`src/rtl/xy_vector_renderer.sv`:
```
// XY vector renderer: snapshots the game state once per frame and scans
// ball dot, paddle line and score tick marks as an X/Y DAC beam stream.
// The beam is blanked while it travels to the start of each element.
module xy_vector_renderer #(
    parameter int X_MAX           = 255,
    parameter int Y_MAX           = 220,
    parameter int PLATE_HALFWIDTH = 15,
    parameter int BALL_DWELL      = 16,
    parameter int SETTLE          = 2,
    parameter int SCORE_Y         = 240,
    parameter int SCORE_STEP      = 4,
    parameter int MAX_MARKS       = 63
) (
    input  logic       clk,
    input  logic       reset,
    input  logic [7:0] x_b,
    input  logic [7:0] y_b,
    input  logic [7:0] y_p_mid,
    input  logic [7:0] score,
    output logic [7:0] dac_x,
    output logic [7:0] dac_y,
    output logic       blank,
    output logic       frame_start
);

    typedef enum logic [2:0] {
        SNAP,
        BALL_MOVE,
        BALL,
        PAD_MOVE,
        PAD,
        MARK_MOVE,
        MARK
    } state_t;

    state_t     state;
    logic [4:0] cnt;
    logic [7:0] snap_x;
    logic [7:0] snap_y;
    logic [7:0] pmin;
    logic [7:0] pmax;
    logic [7:0] pad_y;
    logic [5:0] marks;
    logic [5:0] idx;

    // Lower paddle end, saturated at the bottom of the screen.
    function automatic logic [7:0] paddle_min(input logic [7:0] c);
        if (c >= 8'(PLATE_HALFWIDTH))
            return c - 8'(PLATE_HALFWIDTH);
        else
            return 8'd0;
    endfunction

    // Upper paddle end, saturated at the top of the playfield.
    function automatic logic [7:0] paddle_max(input logic [7:0] c);
        if (c <= 8'(Y_MAX - PLATE_HALFWIDTH))
            return c + 8'(PLATE_HALFWIDTH);
        else
            return 8'(Y_MAX);
    endfunction

    // Number of score marks, capped so the row never runs off the screen.
    function automatic logic [5:0] mark_cap(input logic [7:0] s);
        if (s >= 8'(MAX_MARKS))
            return 6'(MAX_MARKS);
        else
            return s[5:0];
    endfunction

    // X position of mark i; fits in 8 bits for every drawable index.
    function automatic logic [7:0] mark_x(input logic [5:0] i);
        return {2'b00, i} * 8'(SCORE_STEP);
    endfunction

    // Scanner state machine with registered beam outputs.
    always_ff @(posedge clk or posedge reset) begin
        if (reset) begin
            state       <= SNAP;
            cnt         <= '0;
            snap_x      <= '0;
            snap_y      <= '0;
            pmin        <= '0;
            pmax        <= '0;
            pad_y       <= '0;
            marks       <= '0;
            idx         <= '0;
            dac_x       <= '0;
            dac_y       <= '0;
            blank       <= 1'b1;
            frame_start <= 1'b0;
        end else begin
            frame_start <= 1'b0;
            case (state)
                SNAP: begin
                    snap_x      <= x_b;
                    snap_y      <= y_b;
                    pmin        <= paddle_min(y_p_mid);
                    pmax        <= paddle_max(y_p_mid);
                    marks       <= mark_cap(score);
                    idx         <= '0;
                    cnt         <= '0;
                    frame_start <= 1'b1;
                    blank       <= 1'b1;
                    state       <= BALL_MOVE;
                end
                BALL_MOVE: begin
                    blank <= 1'b1;
                    dac_x <= snap_x;
                    dac_y <= snap_y;
                    if (cnt == 5'(SETTLE - 1)) begin
                        cnt   <= '0;
                        state <= BALL;
                    end else begin
                        cnt <= cnt + 5'd1;
                    end
                end
                BALL: begin
                    blank <= 1'b0;
                    dac_x <= snap_x;
                    dac_y <= snap_y;
                    if (cnt == 5'(BALL_DWELL - 1)) begin
                        cnt   <= '0;
                        state <= PAD_MOVE;
                    end else begin
                        cnt <= cnt + 5'd1;
                    end
                end
                PAD_MOVE: begin
                    blank <= 1'b1;
                    dac_x <= 8'(X_MAX);
                    dac_y <= pmin;
                    if (cnt == 5'(SETTLE - 1)) begin
                        cnt   <= '0;
                        pad_y <= pmin;
                        state <= PAD;
                    end else begin
                        cnt <= cnt + 5'd1;
                    end
                end
                PAD: begin
                    blank <= 1'b0;
                    dac_x <= 8'(X_MAX);
                    dac_y <= pad_y;
                    if (pad_y == pmax) begin
                        idx   <= '0;
                        state <= (marks == 6'd0) ? SNAP : MARK_MOVE;
                    end else begin
                        pad_y <= pad_y + 8'd1;
                    end
                end
                MARK_MOVE: begin
                    blank <= 1'b1;
                    dac_x <= mark_x(idx);
                    dac_y <= 8'(SCORE_Y);
                    if (cnt == 5'(SETTLE - 1)) begin
                        cnt   <= '0;
                        state <= MARK;
                    end else begin
                        cnt <= cnt + 5'd1;
                    end
                end
                MARK: begin
                    blank <= 1'b0;
                    dac_x <= mark_x(idx);
                    dac_y <= 8'(SCORE_Y) + {6'd0, cnt[1:0]};
                    if (cnt == 5'd3) begin
                        cnt <= '0;
                        if ((idx + 6'd1) == marks) begin
                            state <= SNAP;
                        end else begin
                            idx   <= idx + 6'd1;
                            state <= MARK_MOVE;
                        end
                    end else begin
                        cnt <= cnt + 5'd1;
                    end
                end
                default: state <= SNAP;
            endcase
        end
    end

endmodule

```
`config.mk`:
```
export PLATFORM = sky130hd
export DESIGN_NAME = xy_vector_renderer
export DESIGN_NICKNAME = d
export VERILOG_FILES = /design/src/rtl/xy_vector_renderer.sv
export SDC_FILE = /design/constraint.sdc
export NUM_CORES = 1
export LEC_CHECK = 0
export BUFFER_PORTS_ARGS = -buffer_cell sky130_fd_sc_hd__buf_4
export CAP_MARGIN = 10
export CORE_MARGIN = 2
export CORE_UTILIZATION = 35
export DETAILED_ROUTE_END_ITERATION = 16
export GPL_ROUTABILITY_DRIVEN = 0
export PLACE_DENSITY_LB_ADDON = 0.25
export SLEW_MARGIN = 20
export SYNTH_ARGS = -nofsm -noshare
export SYNTH_HDL_FRONTEND = slang
export SYNTH_SLANG_ARGS = --single-unit
```
`constraint.sdc`:
```
create_clock -name clk -period 3.9 [get_ports clk]
set_clock_uncertainty 0.05 [all_clocks]
set_input_delay 0.195 -clock clk [delete_from_list [all_inputs] [get_ports clk]]
set_output_delay 0.195 -clock clk [all_outputs]
set_load 0.05 [all_outputs]
```
# == Word level (Yosys, flattened, before mapping) ==
# Cells that the tools add are included.
# word_totals
inputBits,34
reg_bits,78
word_cells,85
# op_classes
n_addsub,6
order_cmp,3
n_mux,27
n_reduce_logical,17
n_eq_ne,19
# op_table
cell,count
$pmux 8 s5,1
$mux 8,4
$mux 3,8
$mux 6,4
$pmux 8 s3,1
$pmux 3 s7,1
$pmux 5 s4,1
$pmux 6 s3,1
$ne 2x2->1 const B,8
$pmux 8 s2,1
$mux 5,3
$eq 3x3->1 const B,3
$add 8x1->8 const B,1
$add 8x4->8 const B,1
$eq 8x8->1,1
$ge 8x4->1 const B,1
$ge 8x6->1 const B,1
$le 8x8->1 const B,1
$sub 8x4->8 const B,1
$add 5x3->6 const A,1
$add 6x1->6 const B,1
$eq 3x2->1 const B,2
$eq 6x6->1,1
$logic_not 6->1,1
other kinds (18),23

# == Logic depth before layout (Yosys ltp) ==
# logic_depth
depth_word,5
ltp_mapped,9

# == Least setup slack after synthesis ==
# OpenSTA, ideal clock, no wires.
# synth_path
path_kind,register -> register
from,reg cnt[0]
to,reg cnt[2]
arrival_ns,1.806
synth_period_minus_slack_ns,1.986
path_stages_with_launch,8
setup_slack_ns,1.914
cell_sequence,dfrtp_1 -> ha_1 -> or4b_2 -> nand2_1 -> o221ai_2 -> nor2b_1 -> o21ai_0 -> o21ai_0
# synth_via
elab_chain_cells,3
elab_cells_between_ends,8
classes_between,add/sub (1); eq/ne (3); mux (4)
# synth_rtl
item,line,rtl
from (decl),37,logic [4:0] cnt;
from (signal assigned),114,cnt <= cnt + 5'd1;
from (signal assigned),125,cnt <= cnt + 5'd1;
from (signal assigned),137,cnt <= cnt + 5'd1;
$add 5x1->5 (tied with other cells),--,
"$mux 5, on equally long branches",--,
$pmux 5 s4 (*),93,case (state)
# Mark *: on every way between the ends. The rest lies on a longest branch, timed or not.
# A chain may end at the register's enable or synchronous reset.

# == Worst setup path in the final report ==
# layout_path
from,reg state[2]
to,reg pad_y[3]
# layout_via
elab_chain_cells,3
elab_cells_between_ends,7
classes_between,eq/ne (4); mux (1); reduce/logical (2)
# layout_rtl
item,line,rtl
from (decl),36,state_t state;
from (signal assigned),146,state <= (marks == 6'd0) ? SNAP : MARK_MOVE;
$eq 3x3->1 or $eq 3x2->1 (tied branches),93,
$ne 2x2->1 (no line) or $reduce_bool 2->1 (tied branches),--,
$reduce_and 3->1 (no line),--,
to (signal assigned),134,pad_y <= pmin;
to (signal assigned),148,pad_y <= pad_y + 8'd1;
to (decl),42,logic [7:0] pad_y;
# Parallel ways exist; a longest one is shown, timed or not.

==> qor.txt <==
CTS tree - done
Max Cap Viol - 0
CTS buffer count - 9
Flops & latches, synth - 78
Distinct cell type count after synthesis - 55
Total Neg Setup Slack - 0 ns
Worst-skew pair later-pin latency - 0.34 ns
Main combinational cell family by area after synthesis - compound AO/OA/AOI/OAI gates
Period Utilization, post-route - 60.2%
Antenna-violating nets left - 0
1st-iter DRT viols - 160
Worst Hold Class - input pin to register
FMAX - 0.426 GHz
Vias in the first global route - 3591
Critical Path Most Common Cell - o21ai_0
Sw Ratio - 44.8%
# port buffers - 51
Synth Warn # - 0
Status - finished clean
EDFF count, synth - 0
CTS max path bufs - 2
CP Capture Type - register
Sequential share of power - 35.3%
Crit path DAT - 2.50 ns
Initial antenna violation count - 0
Crit Path Max Fanout - 16
CTS Hold Buffers Added - 9
WL final - 10800 um
Core area - 12100 sq um
Top FF cell, synth - dfrtp_1
Synthesized instance count - 499
Mean routed wirelength per cell - 15.1 um
Post-cts resize count - 0
Compound-Gate Fraction of Synth Area - 20.2%
Post-synthesis sequential area ratio - 44.9%
FP Rows - 40
Initial Util - 36.1%
Final Power - 4620 uW
Via Count - 3703
CP startpoint kind - register
Synthesized net count - 542
Die width - 116 um
Max incr delay on CP - 0.69 ns
Min Tclk post-route - 2.35 ns
Syn-to-layout area delta - 20.5%
Die height - 116 um
Worst-margin pin slew - 0.936 ns
Critical path class - register to register
Detail Placement HPWL - 7720 um
Fraction of registers with async set/reset - 100%
Synth Area in Adders - 2.59%
Max_slew headroom - 37.5%
Post-synthesis mux area share - 2.82%
RSZ-0062 raised after global routing - no
Sink Count - 78
Cell Int Power - 2550 uW
Worst-path clk slew - 0.06 ns
Mapped Area - 4350 sq um
Comb pwr share - 47.0%
Leak pwr - 0.00237 uW
Most common cell after layout, fill and taps aside - nand2_1
Total gr overflow - 0
Final Hold Viols - 0
# diodes - 0
Pwr/cell area - 880 nW/um^2
Max IR drop VDD - 0.340 mV
GRT Total Usage - 17.4%
Pin count of the biggest net entering global routing - 79
Ports - 52
Most frequent cells in the layout - nand2_1, dfrtp_1, buf_4
DRC - 0
Share of layout cells above drive strength 1 - 15.5%
CP Cell Sequence - inv_1, nor3_2, o21ai_1, o21a_1, o21ai_0, o21ai_0
XOR/XNOR Fraction of Synth Area - 4.83%
P_sw - 2070 uW
Clock share of power - 17.7%
Pins Over Slew Limit - 0
Die ar. - 13300 sq um
Global-route wire length before repair - 18200 um
Avg Vias per Cell - 5.16
Final Setup Violations - 0
Data required time of the worst path - 4.05 ns
Nets - 587
R2R Setup Slk - 1.55 ns
Slowest CP cell - dfrtp_1
H-tree depth - 3
Post-Syn Area per Cell - 8.73 sq um
Drt pass-1 iters - 4
Post-CTS Setup Inserts - 0
Simple-gate share of the synthesized area - 19.8%
Root Buffer - clkbuf_16
-- sequential cells by signal (all words and copies together), names as in the netlist --
name,flops
state,3
cnt,5
blank,1
dac_y,8
snap_y,8
frame_start,1
pmin,8
pad_y,8
pmax,8
idx,6
snap_x,8
dac_x,8
marks,6
-- power groups by stage --
stage | clock, uW | combinational (uW) | sequential [uW]
floorplan | 0 | 1490 | 1720
detailed placement | 0 | 2170 | 1640
finish | 816 | 2170 | 1630
CTS | 830 | 2190 | 1630
global placement | 0 | 2140 | 1640
global route | 869 | 2450 | 1690
-- final timing paths --
kind                            from          end  cells past startpoint
max in group asynchronous      reset  frame_start                      3
min                           x_b[6]    snap_x[6]                      3
min in group asynchronous      reset       idx[2]                      3
min reg2reg                snap_x[0]    snap_x[0]                      2
max reg2reg                 state[2]     pad_y[3]                      6
max                         state[2]     pad_y[3]                      6
-- cell type report --
| type | count | area (sq um) |
|---|---|---|
| multi-input cells | 367 | 2190 |
| clock inverters | 4 | 47.5 |
| flip-flops and latches | 78 | 1950 |
| well taps | 168 | 210 |
| repair buffers | 66 | 522 |
| inverters | 22 | 82.6 |
| clock buffers | 12 | 236 |
| fillers | 1187 | 6820 |
-- synthesized netlist by cell type, drive strengths merged, types with 2 or more instances --
cell type | number | area share (%)
nand2 | 100 | 8.7
dfrtp | 77 | 44
nor2 | 38 | 3.3
o21ai | 33 | 3.8
a21oi | 29 | 3.3
clkbuf | 22 | 1.9
inv | 22 | 1.9
nand3 | 15 | 1.7
xnor2 | 15 | 3.0
o22ai | 11 | 1.6
o31ai | 11 | 1.9
buf | 10 | 1.1
mux2i | 10 | 2.3
ha | 9 | 2.6
xor2 | 9 | 1.8
a31oi | 8 | 1.1
nand2b | 7 | 1.0
o211ai | 7 | 1.2
o221ai | 7 | 1.6
and3 | 5 | 0.83
a41oi | 4 | 0.80
o21a | 4 | 0.69
o22a | 4 | 0.80
a22o | 3 | 0.80
nand4 | 3 | 0.57
nor3b | 3 | 0.52
nor4 | 3 | 0.43
a211oi | 2 | 0.34
a21boi | 2 | 0.34
a222oi | 2 | 0.46
and2 | 2 | 0.29
mux2 | 2 | 0.52
nor2b | 2 | 0.29
nor3 | 2 | 0.23
nor4b | 2 | 0.40
or2 | 2 | 0.29
or4b | 2 | 0.46
-- logic make-up (layout without fill, tap and decap cells) --
logic type | count (synthesis) | after routing
buffers and inverters | 54 | 104
muxes | 12 | 12
adders and majority gates | 9 | 9
and+or+nand+nor | 190 | 190
DFF | 78 | 78
xor gates and xnor gates | 24 | 24
AOI/OAI and AO/OA | 132 | 132
-- metrics by stage --
stage	std cells	setup slack, ns	instance area (sq um)	utilization [%]	hold slack, ns
detailed placement	692	1.58	4870	40.4	0.338
finish	717	1.55	5250	43.5	0.00404
global route	717	1.30	5250	43.5	0.00909
CTS	717	1.57	5240	43.5	0.00431
floorplan	499	1.66	4350	-	0.245
global placement	692	1.65	4870	40.4	0.337
-- layer usage --
layer | up-vias | global-route usage, % | part of all wire (%)
met4 | 0 | 7.07 | 2.0
met3 | 18 | 3.14 | 2.6
met2 | 56 | 26.1 | 46
li1 | 1841 | - | -
met5 | - | 0 | 0
met1 | 1788 | 24.8 | 49
-- critical path: cells and delay by family (launching register included) --
kind	cells	cell delay, ns
AND/OR/NAND/NOR	1	0.27
flip-flops	1	0.69
AO/OA/AOI/OAI	4	0.87
buffers and inverters	1	0.33
Note: power is estimated with default switching activity, not from simulation.
